--- src/rtl/per2axi_req_pipe.sv ---
// per2axi_req_pipe
//
// Request path of the peripheral-to-AXI bridge. A 32-bit peripheral request
// is granted into a single-entry slot and issued from there as an AXI4 read
// (AR) or write (AW + W, optionally with ATOP or exclusive lock). Write data
// and strobes are steered onto the 32-bit lane selected by the address.
// Outstanding reads and writes are bounded by per-direction credit counters
// that the response path returns through b_done_i / r_done_i.
//
// Ports
//   clk_i, rst_ni                   clock, asynchronous active-low reset
//   per_slave_*                     peripheral request side (req/gnt, add,
//                                   we: 1 = read, atop, wdata, be, one-hot id)
//   axi_master_aw_* / ar_* / w_*    AXI4 request channels; unused attributes
//                                   are tied to 0 (burst FIXED, len 0)
//   b_done_i, r_done_i              one write / read response retired
//   trans_req_o/_id_o/_add_o        pulse with each AR handshake
//   atop_req_o/_id_o/_add_o         pulse with the AW handshake of a
//                                   load-type ATOP
//   dbg_state_o                     slot state (0 EMPTY, 1 RD, 2 WR)
//   dbg_wr_cnt_o, dbg_rd_cnt_o      credit counters
//
// Handshake rule for every AXI channel: valid comes only from flops, never
// from ready; once valid is high it stays high with a stable payload until
// the cycle in which its ready is sampled high; that cycle is the handshake.

module per2axi_req_pipe #(
  parameter int unsigned PER_ADDR_WIDTH  = 32,
  parameter int unsigned PER_ID_WIDTH    = 5,
  parameter int unsigned AXI_ADDR_WIDTH  = 32,
  parameter int unsigned AXI_DATA_WIDTH  = 64,
  parameter int unsigned AXI_ID_WIDTH    = 3,
  parameter int unsigned AXI_USER_WIDTH  = 6,
  parameter int unsigned MAX_OUTSTANDING = 4
) (
  input  logic                                       clk_i,
  input  logic                                       rst_ni,
  // peripheral request
  input  logic                                       per_slave_req_i,
  output logic                                       per_slave_gnt_o,
  input  logic [PER_ADDR_WIDTH-1:0]                  per_slave_add_i,
  input  logic                                       per_slave_we_i,
  input  logic [5:0]                                 per_slave_atop_i,
  input  logic [31:0]                                per_slave_wdata_i,
  input  logic [3:0]                                 per_slave_be_i,
  input  logic [PER_ID_WIDTH-1:0]                    per_slave_id_i,
  // AW channel
  output logic                                       axi_master_aw_valid_o,
  output logic [AXI_ADDR_WIDTH-1:0]                  axi_master_aw_addr_o,
  output logic [2:0]                                 axi_master_aw_size_o,
  output logic                                       axi_master_aw_lock_o,
  output logic [5:0]                                 axi_master_aw_atop_o,
  output logic [AXI_ID_WIDTH-1:0]                    axi_master_aw_id_o,
  input  logic                                       axi_master_aw_ready_i,
  output logic [2:0]                                 axi_master_aw_prot_o,
  output logic [3:0]                                 axi_master_aw_region_o,
  output logic [7:0]                                 axi_master_aw_len_o,
  output logic [3:0]                                 axi_master_aw_cache_o,
  output logic [3:0]                                 axi_master_aw_qos_o,
  output logic [AXI_USER_WIDTH-1:0]                  axi_master_aw_user_o,
  output logic [1:0]                                 axi_master_aw_burst_o,
  // AR channel
  output logic                                       axi_master_ar_valid_o,
  output logic [AXI_ADDR_WIDTH-1:0]                  axi_master_ar_addr_o,
  output logic [2:0]                                 axi_master_ar_size_o,
  output logic                                       axi_master_ar_lock_o,
  output logic [AXI_ID_WIDTH-1:0]                    axi_master_ar_id_o,
  input  logic                                       axi_master_ar_ready_i,
  output logic [2:0]                                 axi_master_ar_prot_o,
  output logic [3:0]                                 axi_master_ar_region_o,
  output logic [7:0]                                 axi_master_ar_len_o,
  output logic [3:0]                                 axi_master_ar_cache_o,
  output logic [3:0]                                 axi_master_ar_qos_o,
  output logic [AXI_USER_WIDTH-1:0]                  axi_master_ar_user_o,
  output logic [1:0]                                 axi_master_ar_burst_o,
  // W channel
  output logic                                       axi_master_w_valid_o,
  output logic [AXI_DATA_WIDTH-1:0]                  axi_master_w_data_o,
  output logic [AXI_DATA_WIDTH/8-1:0]                axi_master_w_strb_o,
  output logic                                       axi_master_w_last_o,
  output logic [AXI_USER_WIDTH-1:0]                  axi_master_w_user_o,
  input  logic                                       axi_master_w_ready_i,
  // response retirement
  input  logic                                       b_done_i,
  input  logic                                       r_done_i,
  // transaction notifications
  output logic                                       trans_req_o,
  output logic [AXI_ID_WIDTH-1:0]                    trans_id_o,
  output logic [AXI_ADDR_WIDTH-1:0]                  trans_add_o,
  output logic                                       atop_req_o,
  output logic [AXI_ID_WIDTH-1:0]                    atop_id_o,
  output logic [AXI_ADDR_WIDTH-1:0]                  atop_add_o,
  // debug
  output logic [1:0]                                 dbg_state_o,
  output logic [$clog2(MAX_OUTSTANDING+1)-1:0]       dbg_wr_cnt_o,
  output logic [$clog2(MAX_OUTSTANDING+1)-1:0]       dbg_rd_cnt_o
);

  localparam int unsigned NUM_LANES = AXI_DATA_WIDTH / 32;
  localparam int unsigned LANE_W    = (NUM_LANES > 1) ? $clog2(NUM_LANES) : 1;
  localparam int unsigned CNT_W     = $clog2(MAX_OUTSTANDING + 1);
  localparam int unsigned STRB_W    = AXI_DATA_WIDTH / 8;

  typedef enum logic [1:0] {
    SLOT_EMPTY = 2'd0,
    SLOT_RD    = 2'd1,
    SLOT_WR    = 2'd2
  } slot_e;

  // ---------------------------------------------------------------------
  // Request decode (purely combinational on the peripheral inputs)
  // ---------------------------------------------------------------------
  logic                      is_lr, is_sc, invert_data;
  logic [5:0]                atop_map;
  logic                      req_is_read, req_lock, req_load;
  logic [5:0]                req_atop;
  logic [2:0]                req_size;
  logic [AXI_ID_WIDTH-1:0]   req_id;
  logic [31:0]               wdata_eff;
  logic [LANE_W-1:0]         lane;
  logic [AXI_DATA_WIDTH-1:0] req_data;
  logic [STRB_W-1:0]         req_strb;

  if (NUM_LANES > 1) begin : g_lane
    assign lane = per_slave_add_i[LANE_W+1:2];
  end else begin : g_no_lane
    assign lane = '0;
  end

  always_comb begin
    is_lr       = per_slave_atop_i[5] && (per_slave_atop_i[4:0] == 5'b00010);
    is_sc       = per_slave_atop_i[5] && (per_slave_atop_i[4:0] == 5'b00011);
    atop_map    = 6'b000000;
    invert_data = 1'b0;
    if (per_slave_atop_i[5]) begin
      case (per_slave_atop_i[4:0])
        5'b00001: atop_map = 6'b110000;  // SWAP
        5'b00000: atop_map = 6'b100000;  // ADD
        5'b00100: atop_map = 6'b100010;  // XOR -> EOR
        5'b01100: begin                  // AND -> CLR of the inverted operand
          atop_map    = 6'b100001;
          invert_data = 1'b1;
        end
        5'b01000: atop_map = 6'b100011;  // OR -> SET
        5'b10000: atop_map = 6'b100101;  // MIN -> SMIN
        5'b10100: atop_map = 6'b100100;  // MAX -> SMAX
        5'b11000: atop_map = 6'b100111;  // MINU -> UMIN
        5'b11100: atop_map = 6'b100110;  // MAXU -> UMAX
        default:  atop_map = 6'b000000;  // LR/SC and unknown: no ATOP
      endcase
    end

    req_is_read = per_slave_we_i || is_lr;
    // A read never carries ATOP; the lock bit tracks LR on AR, SC on AW.
    req_atop    = req_is_read ? 6'b000000 : atop_map;
    req_lock    = req_is_read ? is_lr : is_sc;
    // Everything except store-type ATOPs (01xxxx) returns R data as well.
    req_load    = (req_atop != 6'b000000) && (req_atop[5:4] != 2'b01);

    if (per_slave_be_i == (4'b0001 << per_slave_add_i[1:0])) begin
      req_size = 3'd0;
    end else if (((per_slave_add_i[1:0] == 2'd0) && (per_slave_be_i == 4'b0011)) ||
                 ((per_slave_add_i[1:0] == 2'd2) && (per_slave_be_i == 4'b1100))) begin
      req_size = 3'd1;
    end else begin
      req_size = 3'd2;
    end

    // Highest set bit of the one-hot ID wins; later iterations override.
    req_id = '0;
    for (int i = 0; i < int'(PER_ID_WIDTH); i++) begin
      if (per_slave_id_i[i]) req_id = AXI_ID_WIDTH'(i);
    end

    wdata_eff = invert_data ? ~per_slave_wdata_i : per_slave_wdata_i;
    req_data  = '0;
    req_strb  = '0;
    for (int l = 0; l < int'(NUM_LANES); l++) begin
      if (lane == LANE_W'(l)) begin
        req_data[32*l +: 32] = wdata_eff;
        req_strb[4*l +: 4]   = per_slave_be_i;
      end
    end
  end

  // ---------------------------------------------------------------------
  // Slot FSM: state register
  // ---------------------------------------------------------------------
  slot_e state_q, state_d;
  logic  aw_sent_q, aw_sent_d;
  logic  w_sent_q, w_sent_d;

  always_ff @(posedge clk_i or negedge rst_ni) begin
    if (!rst_ni) begin
      state_q   <= SLOT_EMPTY;
      aw_sent_q <= 1'b0;
      w_sent_q  <= 1'b0;
    end else begin
      state_q   <= state_d;
      aw_sent_q <= aw_sent_d;
      w_sent_q  <= w_sent_d;
    end
  end

  // ---------------------------------------------------------------------
  // Slot FSM: output decode (valids depend only on flops)
  // ---------------------------------------------------------------------
  logic ar_valid, aw_valid, w_valid;

  always_comb begin
    ar_valid = (state_q == SLOT_RD);
    aw_valid = (state_q == SLOT_WR) && !aw_sent_q;
    w_valid  = (state_q == SLOT_WR) && !w_sent_q;
  end

  logic ar_hs, aw_hs, w_hs, wr_done, slot_free;
  logic wr_dec, rd_dec, wr_ok, rd_ok, credit_ok, accept;
  logic [CNT_W-1:0] wr_cnt_q, wr_cnt_d, rd_cnt_q, rd_cnt_d;

  assign ar_hs     = ar_valid && axi_master_ar_ready_i;
  assign aw_hs     = aw_valid && axi_master_aw_ready_i;
  assign w_hs      = w_valid  && axi_master_w_ready_i;
  // The write leaves the slot once both halves have gone, in either order.
  assign wr_done   = (aw_sent_q || aw_hs) && (w_sent_q || w_hs);
  assign slot_free = (state_q == SLOT_EMPTY) ||
                     ((state_q == SLOT_RD) && ar_hs) ||
                     ((state_q == SLOT_WR) && wr_done);

  // A credit returned this cycle can be reused by a grant in the same cycle.
  assign wr_dec    = b_done_i && (wr_cnt_q != '0);
  assign rd_dec    = r_done_i && (rd_cnt_q != '0);
  assign wr_ok     = (wr_cnt_q - CNT_W'(wr_dec)) < CNT_W'(MAX_OUTSTANDING);
  assign rd_ok     = (rd_cnt_q - CNT_W'(rd_dec)) < CNT_W'(MAX_OUTSTANDING);
  assign credit_ok = req_is_read ? rd_ok : (wr_ok && (!req_load || rd_ok));
  assign accept    = per_slave_req_i && slot_free && credit_ok;

  // ---------------------------------------------------------------------
  // Slot FSM: next-state logic
  // ---------------------------------------------------------------------
  always_comb begin
    state_d   = state_q;
    aw_sent_d = aw_sent_q;
    w_sent_d  = w_sent_q;
    case (state_q)
      SLOT_RD: begin
        if (ar_hs) state_d = SLOT_EMPTY;
      end
      SLOT_WR: begin
        if (aw_hs) aw_sent_d = 1'b1;
        if (w_hs)  w_sent_d  = 1'b1;
        if (wr_done) begin
          state_d   = SLOT_EMPTY;
          aw_sent_d = 1'b0;
          w_sent_d  = 1'b0;
        end
      end
      default: state_d = state_q;
    endcase
    // A grant in the freeing cycle refills the slot immediately.
    if (accept) begin
      state_d   = req_is_read ? SLOT_RD : SLOT_WR;
      aw_sent_d = 1'b0;
      w_sent_d  = 1'b0;
    end
  end

  // ---------------------------------------------------------------------
  // Captured payload
  // ---------------------------------------------------------------------
  logic [AXI_ADDR_WIDTH-1:0] addr_q, addr_d;
  logic [AXI_ID_WIDTH-1:0]   id_q, id_d;
  logic [2:0]                size_q, size_d;
  logic [5:0]                atop_q, atop_d;
  logic                      lock_q, lock_d;
  logic                      load_q, load_d;
  logic [AXI_DATA_WIDTH-1:0] data_q, data_d;
  logic [STRB_W-1:0]         strb_q, strb_d;

  always_comb begin
    addr_d = addr_q;
    id_d   = id_q;
    size_d = size_q;
    atop_d = atop_q;
    lock_d = lock_q;
    load_d = load_q;
    data_d = data_q;
    strb_d = strb_q;
    if (accept) begin
      addr_d = AXI_ADDR_WIDTH'(per_slave_add_i);
      id_d   = req_id;
      size_d = req_size;
      atop_d = req_atop;
      lock_d = req_lock;
      load_d = req_load;
      data_d = req_data;
      strb_d = req_strb;
    end
  end

  always_ff @(posedge clk_i or negedge rst_ni) begin
    if (!rst_ni) begin
      addr_q <= '0;
      id_q   <= '0;
      size_q <= '0;
      atop_q <= '0;
      lock_q <= 1'b0;
      load_q <= 1'b0;
      data_q <= '0;
      strb_q <= '0;
    end else begin
      addr_q <= addr_d;
      id_q   <= id_d;
      size_q <= size_d;
      atop_q <= atop_d;
      lock_q <= lock_d;
      load_q <= load_d;
      data_q <= data_d;
      strb_q <= strb_d;
    end
  end

  // ---------------------------------------------------------------------
  // Credit counters
  // ---------------------------------------------------------------------
  logic wr_inc, rd_inc;

  always_comb begin
    wr_inc   = accept && !req_is_read;
    rd_inc   = accept && (req_is_read || req_load);
    wr_cnt_d = wr_cnt_q + CNT_W'(wr_inc) - CNT_W'(wr_dec);
    rd_cnt_d = rd_cnt_q + CNT_W'(rd_inc) - CNT_W'(rd_dec);
  end

  always_ff @(posedge clk_i or negedge rst_ni) begin
    if (!rst_ni) begin
      wr_cnt_q <= '0;
      rd_cnt_q <= '0;
    end else begin
      wr_cnt_q <= wr_cnt_d;
      rd_cnt_q <= rd_cnt_d;
    end
  end

  // ---------------------------------------------------------------------
  // Output wiring
  // ---------------------------------------------------------------------
  assign per_slave_gnt_o        = accept;

  assign axi_master_aw_valid_o  = aw_valid;
  assign axi_master_aw_addr_o   = addr_q;
  assign axi_master_aw_size_o   = size_q;
  assign axi_master_aw_lock_o   = lock_q;
  assign axi_master_aw_atop_o   = atop_q;
  assign axi_master_aw_id_o     = id_q;
  assign axi_master_aw_prot_o   = '0;
  assign axi_master_aw_region_o = '0;
  assign axi_master_aw_len_o    = '0;
  assign axi_master_aw_cache_o  = '0;
  assign axi_master_aw_qos_o    = '0;
  assign axi_master_aw_user_o   = '0;
  assign axi_master_aw_burst_o  = '0;

  assign axi_master_ar_valid_o  = ar_valid;
  assign axi_master_ar_addr_o   = addr_q;
  assign axi_master_ar_size_o   = size_q;
  assign axi_master_ar_lock_o   = lock_q;
  assign axi_master_ar_id_o     = id_q;
  assign axi_master_ar_prot_o   = '0;
  assign axi_master_ar_region_o = '0;
  assign axi_master_ar_len_o    = '0;
  assign axi_master_ar_cache_o  = '0;
  assign axi_master_ar_qos_o    = '0;
  assign axi_master_ar_user_o   = '0;
  assign axi_master_ar_burst_o  = '0;

  assign axi_master_w_valid_o   = w_valid;
  assign axi_master_w_data_o    = data_q;
  assign axi_master_w_strb_o    = strb_q;
  assign axi_master_w_last_o    = w_valid;
  assign axi_master_w_user_o    = '0;

  assign trans_req_o            = ar_hs;
  assign trans_id_o             = id_q;
  assign trans_add_o            = addr_q;
  assign atop_req_o             = aw_hs && load_q;
  assign atop_id_o              = id_q;
  assign atop_add_o             = addr_q;

  assign dbg_state_o            = state_q;
  assign dbg_wr_cnt_o           = wr_cnt_q;
  assign dbg_rd_cnt_o           = rd_cnt_q;

  // ---------------------------------------------------------------------
  // Simulation-only checks
  // ---------------------------------------------------------------------
  a_no_wr_underflow: assert property (@(posedge clk_i) disable iff (!rst_ni)
    !(b_done_i && (wr_cnt_q == '0)));
  a_no_rd_underflow: assert property (@(posedge clk_i) disable iff (!rst_ni)
    !(r_done_i && (rd_cnt_q == '0)));
  a_ar_hold: assert property (@(posedge clk_i) disable iff (!rst_ni)
    (ar_valid && !axi_master_ar_ready_i) |=> ar_valid);
  a_aw_hold: assert property (@(posedge clk_i) disable iff (!rst_ni)
    (aw_valid && !axi_master_aw_ready_i) |=> aw_valid);
  a_w_hold: assert property (@(posedge clk_i) disable iff (!rst_ni)
    (w_valid && !axi_master_w_ready_i) |=> w_valid);

endmodule

--- config.mk ---
export PLATFORM = sky130hd
export DESIGN_NAME = per2axi_req_pipe
export DESIGN_NICKNAME = d
export VERILOG_FILES = /design/src/rtl/per2axi_req_pipe.sv
export SDC_FILE = /design/constraint.sdc
export NUM_CORES = 1
export LEC_CHECK = 0
export ABC_AREA = 0
export CAP_MARGIN = 20
export CORE_AREA = 2 2 155 157
export CTS_CLUSTER_SIZE = 8
export DETAILED_ROUTE_END_ITERATION = 6
export DIE_AREA = 0 0 157 159
export PLACE_DENSITY = 0.7
export SYNTH_ARGS = -nofsm -noshare
export SYNTH_HDL_FRONTEND = slang
export SYNTH_SLANG_ARGS = --single-unit
--- constraint.sdc ---
create_clock -name clk_i -period 2.9 [get_ports clk_i]
set_input_delay 0.58 -clock clk_i [delete_from_list [all_inputs] [get_ports clk_i]]
set_output_delay 0.58 -clock clk_i [all_outputs]
set_load 0.01 [all_outputs]
# == Word level (Yosys, flattened, before mapping) ==
# Index checks and enable logic that the tools add are counted.
# word_totals
reg_bits,128
output_inout_bits,309
word_cells,119
# op_classes
addsub,6
magnitude_cmp,2
n_eq_ne,19
shift,1
mux,31
bitwise,1
n_reduce_logical,46
# op_table
op,count
32-bit two-way mux,3
6-bit case mux with 9 select lines,1
32-bit NOT,1
1-bit logical AND,21
5-bit == test (second input constant),4
3-bit nonzero test,5
1-bit two-way mux,13
2-bit two-way mux,6
6-bit two-way mux,2
3-bit by 1-bit subtractor with 3-bit output,4
5-bit by 2-bit == test with 1-bit output (second input constant),2
5-bit by 4-bit == test with 1-bit output (second input constant),2
3-bit two-way mux,3
1-bit logical OR,8
4-bit two-way mux,2
3-bit by 1-bit adder with 3-bit output,2
3-bit < comparator (second input constant),2
6-bit nonzero test,1
5-bit by 1-bit == test with 1-bit output (second input constant),1
5-bit by 3-bit == test with 1-bit output (second input constant),1
5-bit logical NOT,1
2-bit == test (second input constant),2
4-bit by 2-bit == test with 1-bit output (second input constant),1
4-bit == test,1
other kinds (12),17

# == Longest topological paths before layout ==
# Gate-level depths: netlist of run 1.
# logic_depth
ltp_word,14
mapped_depth,13
mapped_depth_nobuf,11

# == Least setup slack after synthesis of run 1 ==
# Ideal clock, no wire load.
# synth_timing
path_type,input -> register
from,input port per_slave_atop_i[2]
to,register wr_cnt_q[2] (netlist: dbg_wr_cnt_o[2])
arrival_time_ps,3293
path_slack_ps,-516
path_stages,13
path_buffers,2
path_cell_list,or3_1 -> o31a_1 -> and3_1 -> a211oi_4 -> buf_4 -> buf_4 -> nand2_1 -> ha_1 -> inv_1 -> ha_1 -> fa_1 -> xnor2_1 -> xnor2_1
# synth_via
elab_chain_len,14
word_cells_on_any_way,27
# synth_rtl
item,line,rtl
start: declaration,43,"input logic [5:0] per_slave_atop_i,"
5-bit == test (tied with other cells),136,case (per_slave_atop_i[4:0])
6-bit case mux with 9 select lines / 1-bit logical AND (equally long branches),"136, 131",
6-bit two-way mux / 1-bit logical OR (equally long branches),"135, 153",
6-bit two-way mux,155,req_atop = req_is_read ? 6'b000000 : atop_map;
6-bit nonzero test / 2-bit by 1-bit != test with 1-bit output (equally long branches),158,req_load = (req_atop != 6'b000000) && (req_atop[5:4] != 2'b01);
1-bit logical AND,158,
1-bit logical NOT,234,assign credit_ok = req_is_read ? rd_ok : (wr_ok && (!req_load || rd_ok));
1-bit logical OR,234,
1-bit logical AND,234,
1-bit two-way mux (*),234,
1-bit logical AND (*),235,assign accept = per_slave_req_i && slot_free && credit_ok;
named net per_slave_gnt_o,40,"output logic per_slave_gnt_o,"
1-bit logical AND (*),328,wr_inc = accept && !req_is_read;
3-bit by 1-bit adder with 3-bit output (*),330,wr_cnt_d = wr_cnt_q + CNT_W'(wr_inc) - CNT_W'(wr_dec);
3-bit by 1-bit subtractor with 3-bit output (*),330,
named net wr_cnt_d[2],218,"logic [CNT_W-1:0] wr_cnt_q, wr_cnt_d, rd_cnt_q, rd_cnt_d;"
end signal: assignment,339,wr_cnt_q <= wr_cnt_d;
end: declaration,218,
# The timed path passes the listed nets; every way through them passes the cells marked *.
# A chain may end at the register's enable or synchronous reset.

# == Worst setup path in the final report of run 1 ==
# layout_timing
from,input port per_slave_atop_i[4]
to,register rd_cnt_q[2] (netlist: dbg_rd_cnt_o[2])
# layout_via
elab_chain_len,14
word_cells_on_any_way,27
# layout_rtl
item,line,rtl
5-bit == test (tied with other cells),136,
6-bit case mux with 9 select lines / 1-bit logical AND (equally long branches),"136, 131",
6-bit two-way mux / 1-bit logical OR (equally long branches),"135, 153",
6-bit two-way mux,155,
6-bit nonzero test / 2-bit by 1-bit != test with 1-bit output (equally long branches),158,
1-bit logical AND,158,
1-bit logical NOT,234,
1-bit logical OR,234,
1-bit logical AND,234,
1-bit two-way mux,234,
1-bit logical AND,235,
1-bit logical AND (*),329,rd_inc = accept && (req_is_read || req_load);
3-bit by 1-bit adder with 3-bit output (*),331,rd_cnt_d = rd_cnt_q + CNT_W'(rd_inc) - CNT_W'(rd_dec);
3-bit by 1-bit subtractor with 3-bit output (*),331,
named net rd_cnt_d[2],218,
end signal: assignment,340,rd_cnt_q <= rd_cnt_d;
end: declaration,218,
# Marks and branches as above.

==> impl_metrics.tcl, run 1 <==
set metrics [dict create \
    clk_root_buf "sky130_fd_sc_hd__clkbuf_16" \
    num_antenna_cells 0 \
    detail_route.iter0.violations 163 \
    fp.dieArea_sq_um 25000 \
    number_of_setup_violations_in_the_final_report 1 \
    placeableCoreArea_sq_um 23200 \
    layout-drive-gt1-share 0.130 \
    yosysTopAreaCellShare 0.432 \
    cts_tree "yes" \
    die_y_microns 159 \
    worstReg2RegStart "dbg_state_o[1]" \
    cpPeakStageDelay_ns 0.54 \
    htree_num_levels 4 \
    num-fill-cells 2214 \
    timing.final.hold_violations 0 \
    cp-start-kind "primary input" \
    crit_path_frequent_cell "sky130_fd_sc_hd__ha_4" \
    clk_latency_ns 0.42 \
    power.leakage_nw 4.62 \
    crit_path_end_kind "register" \
    post-route-drc-count 0 \
    clkSlewWorstSetupHoldPaths_ns 0.06 \
    timing.reg2reg.setup_slack_ns 0.35 \
    most-common-layout-cells "sky130_fd_sc_hd__clkdlybuf4s50_1 (316), sky130_fd_sc_hd__dfrtp_1 (126), sky130_fd_sc_hd__inv_1 (78), sky130_fd_sc_hd__conb_1 (71), sky130_fd_sc_hd__mux2i_1 (69)" \
    kind_of_critical_path "primary input to register" \
    dpl-instance-area_sq_um 10100 \
    grt_pass1_vias 5103 \
    status "finished, violations left" \
    cp.required_ns 3.19 \
    route.detailed.wl_per_inst_microns 14.4 \
    cts_inserted_buffers 17 \
    number_of_antenna_violations_at_the_first_check_in_global_routing 0 \
    rr_endpoint "dbg_wr_cnt_o[2]" \
    postLayoutCellArea_sq_um 10600 \
    die_w_microns 157 \
    placement.io_buffers 324 \
    detail-route-antenna-nets 0 \
    worst_slew_margin_rel 0.639 \
    syn-mean-instance-area_sq_um 10.4 \
    rsz_0062_raised_after_global_routing "true" \
    timing.final.crit_share 1.01 \
    clk_path_buf_depth 2 \
    vias_after_detailed_routing 5095 \
    crit_path_start "per_slave_atop_i[4]" \
    footprint_of_the_multi_input_gates_sq_um 2690 \
    synth_area_leaders "sky130_fd_sc_hd__dfrtp_1 (43%), sky130_fd_sc_hd__buf_4 (19%), sky130_fd_sc_hd__mux2i_1 (9.5%), sky130_fd_sc_hd__mux2_2 (6.5%), sky130_fd_sc_hd__xnor2_1 (4.3%)" \
    slew_viol_final 0 \
    worst_slew_pin_slew_ns 0.542 \
    place.detailed.hpwl_microns 14000 \
    violations "setup timing" \
    track_usage 0.148 \
    power-per-cell-area_nw_per_um2 1070 \
    grt_first_pass_wirelength_microns 28900 \
    finalSetupTns_ns -0.0233 \
    wl_microns 18300 \
    regArea_sq_um 3150 \
    yosysSeqAreaShare 0.432 \
    cap_violations 0 \
    floorplan.io_pins 397 \
    viasPerCell 4.01 \
    area_delta_synth_final_pct 45.4 \
    initial_util 0.315 \
    rows 56 \
    nets 1034 \
    post_synth_inst_count 702 \
    achievable-frequency_mhz 342 \
    gpl.final_weighted_congestion 0.776 \
    final_common_cell "sky130_fd_sc_hd__clkdlybuf4s50_1" \
    drtPass1Iterations 4 \
    post-cts-setup-buffers 0 \
    finalWorstSetupSlack_ns -0.0233 \
    post_synth_num_cell_types 39 \
    ir_drop_mv 0.458 \
    timing.critical_path.cells "buf_6 > or3_4 > o31a_1 > and3_4 > or4b_4 > ha_4 > inv_4 > ha_4 > inv_2 > fa_2 > xnor2_2 > xnor2_1" \
    cts.sinks 126 \
    post_synthesis_sequential_element_count 126 \
    crit_arrival_ns 3.21 \
    synth_area_leader_cell "sky130_fd_sc_hd__dfrtp_1" \
    synth_warnings 0 \
    skew_ns 0.0218 \
    worst_r2r_path_depth 11 \
    worst-path-max-fanout 3 \
    min_period_ns 2.92 \
    cpMaxStageDelayCell "sky130_fd_sc_hd__or4b_4" \
    netlist_area_sq_um 7300 \
    maximum_number_of_pins_on_one_net_before_global_route_repair 55 \
    grt.overflow.total 0 \
    hold_path_class "primary input to async pin" \
]
## cell usage after synthesis, drive strengths merged
library cell / instances
a22o: 1
mux2i: 69
and4b: 1
xor2: 1
maj3: 1
buf: 196
o31a: 3
nand3: 1
and3: 2
conb: 1
clkbuf: 8
dfrtp: 126
xnor2: 36
inv: 80
nor3: 4
a32oi: 1
or3: 2
nor2: 14
o21ai: 2
fa: 2
nor2b: 9
nand4b: 1
nand2b: 34
ha: 4
a31oi: 1
and2: 1
o22ai: 2
a21oi: 5
a211oi: 2
or4b: 1
nand2: 41
a21boi: 1
mux2: 49
## kinds of logic after synthesis
family,share of synthesized area
simple gates,0.0767
xor+xnor,0.0444
fa+ha+maj,0.0137
other cells,0.000513
compound gates,0.0187
buf+inv,0.244
mux,0.170
flops,0.432
## per-stage QoR
| stage | util | instances | worst slack [ns] | hold WS [ns] | power [mW] |
|---|---|---|---|---|---|
| 6_report | 0.458 | 1272 | -0.0233 | 0.111 | 11.4 |
| 5_1_grt | 0.458 | 1272 | -0.0945 | 0.141 | 12.1 |
| 4_1_cts | 0.458 | 1272 | 0.00894 | 0.125 | 11.6 |
| 3_5_place_dp | 0.434 | 1240 | -0.798 | 0.496 | 9.48 |
| 3_3_place_gp | 0.434 | 1240 | -0.782 | 0.490 | 9.40 |
| 2_1_floorplan | - | 772 | -0.400 | 0.284 | 6.71 |
## power breakdown
part           switching [mW]  internal (mW)  leakage, nW  total (mW)
Sequential              0.731           2.58         1.58        3.31
Combinational            2.42           3.66         2.78        6.09
Clock                   0.863           1.16        0.261        2.02
Total                    4.02           7.40         4.62        11.4
## metal layers
metal  wire [microns]  global-route usage
met1             7420               0.172
met2             9140               0.252
met3             1540              0.0558
met4              230              0.0438
met5                0                   0
## worst max-delay path, delay by kind of cell
| kind | cells | cell delay, ns |
|---|---|---|
| buffers and inverters | 3 | 0.17 |
| AND/OR/NAND/NOR | 3 | 1.14 |
| AO/OA/AOI/OAI | 1 | 0.32 |
| adder cells (fa/ha/maj) | 3 | 0.73 |
| XOR/XNOR | 2 | 0.27 |
## state kept, by name, indices dropped and copies added, names as in the netlist
signal and cells:
atop_add_o 32, atop_id_o 3, aw_sent_q 1, axi_master_ar_lock_o 1
axi_master_ar_size_o 2, axi_master_aw_atop_o 5, axi_master_w_data_o 64, axi_master_w_strb_o 8
dbg_rd_cnt_o 3, dbg_state_o 2, dbg_wr_cnt_o 3, load_q 1
w_sent_q 1
## area by class of cell
| type | count | area share |
|---|---|---|
| Tap cell | 319 | 0.0376 |
| Multi-Input combinational cell | 362 | 0.254 |
| Timing Repair Buffer | 353 | 0.331 |
| Clock inverter | 13 | 0.0100 |
| Clock buffer | 19 | 0.0426 |
| Sequential cell | 126 | 0.297 |
| Inverter | 80 | 0.0285 |
## how the worst max path moves through the flow
stage	endpoint	slack, ns	cells after the start
2_1_floorplan	dbg_wr_cnt_o[2]	-0.40	13
3_3_place_gp	dbg_rd_cnt_o[2]	-0.78	12
3_5_place_dp	dbg_rd_cnt_o[2]	-0.80	12
4_1_cts	dbg_rd_cnt_o[2]	0.009	12
5_1_grt	dbg_rd_cnt_o[2]	-0.09	12
6_report	dbg_rd_cnt_o[2]	-0.02	12
## repair_timing
| action | in CTS | in global routing |
|---|---|---|
| hold buffers | 0 | 0 |
| pin swaps | 10 | 9 |
| setup endpoints to repair | 56 | 3 |
| resized for setup | 10 | 9 |
No activity file was read; power rests on OpenSTA's default activity.
==> inputs of run 2 (changes only) <==
Settings changed: HOLD_SLACK_MARGIN from default to 0.03.
==> results of run 2 <==
No change in the layout: final DEF, timing and power equal those of run 1.
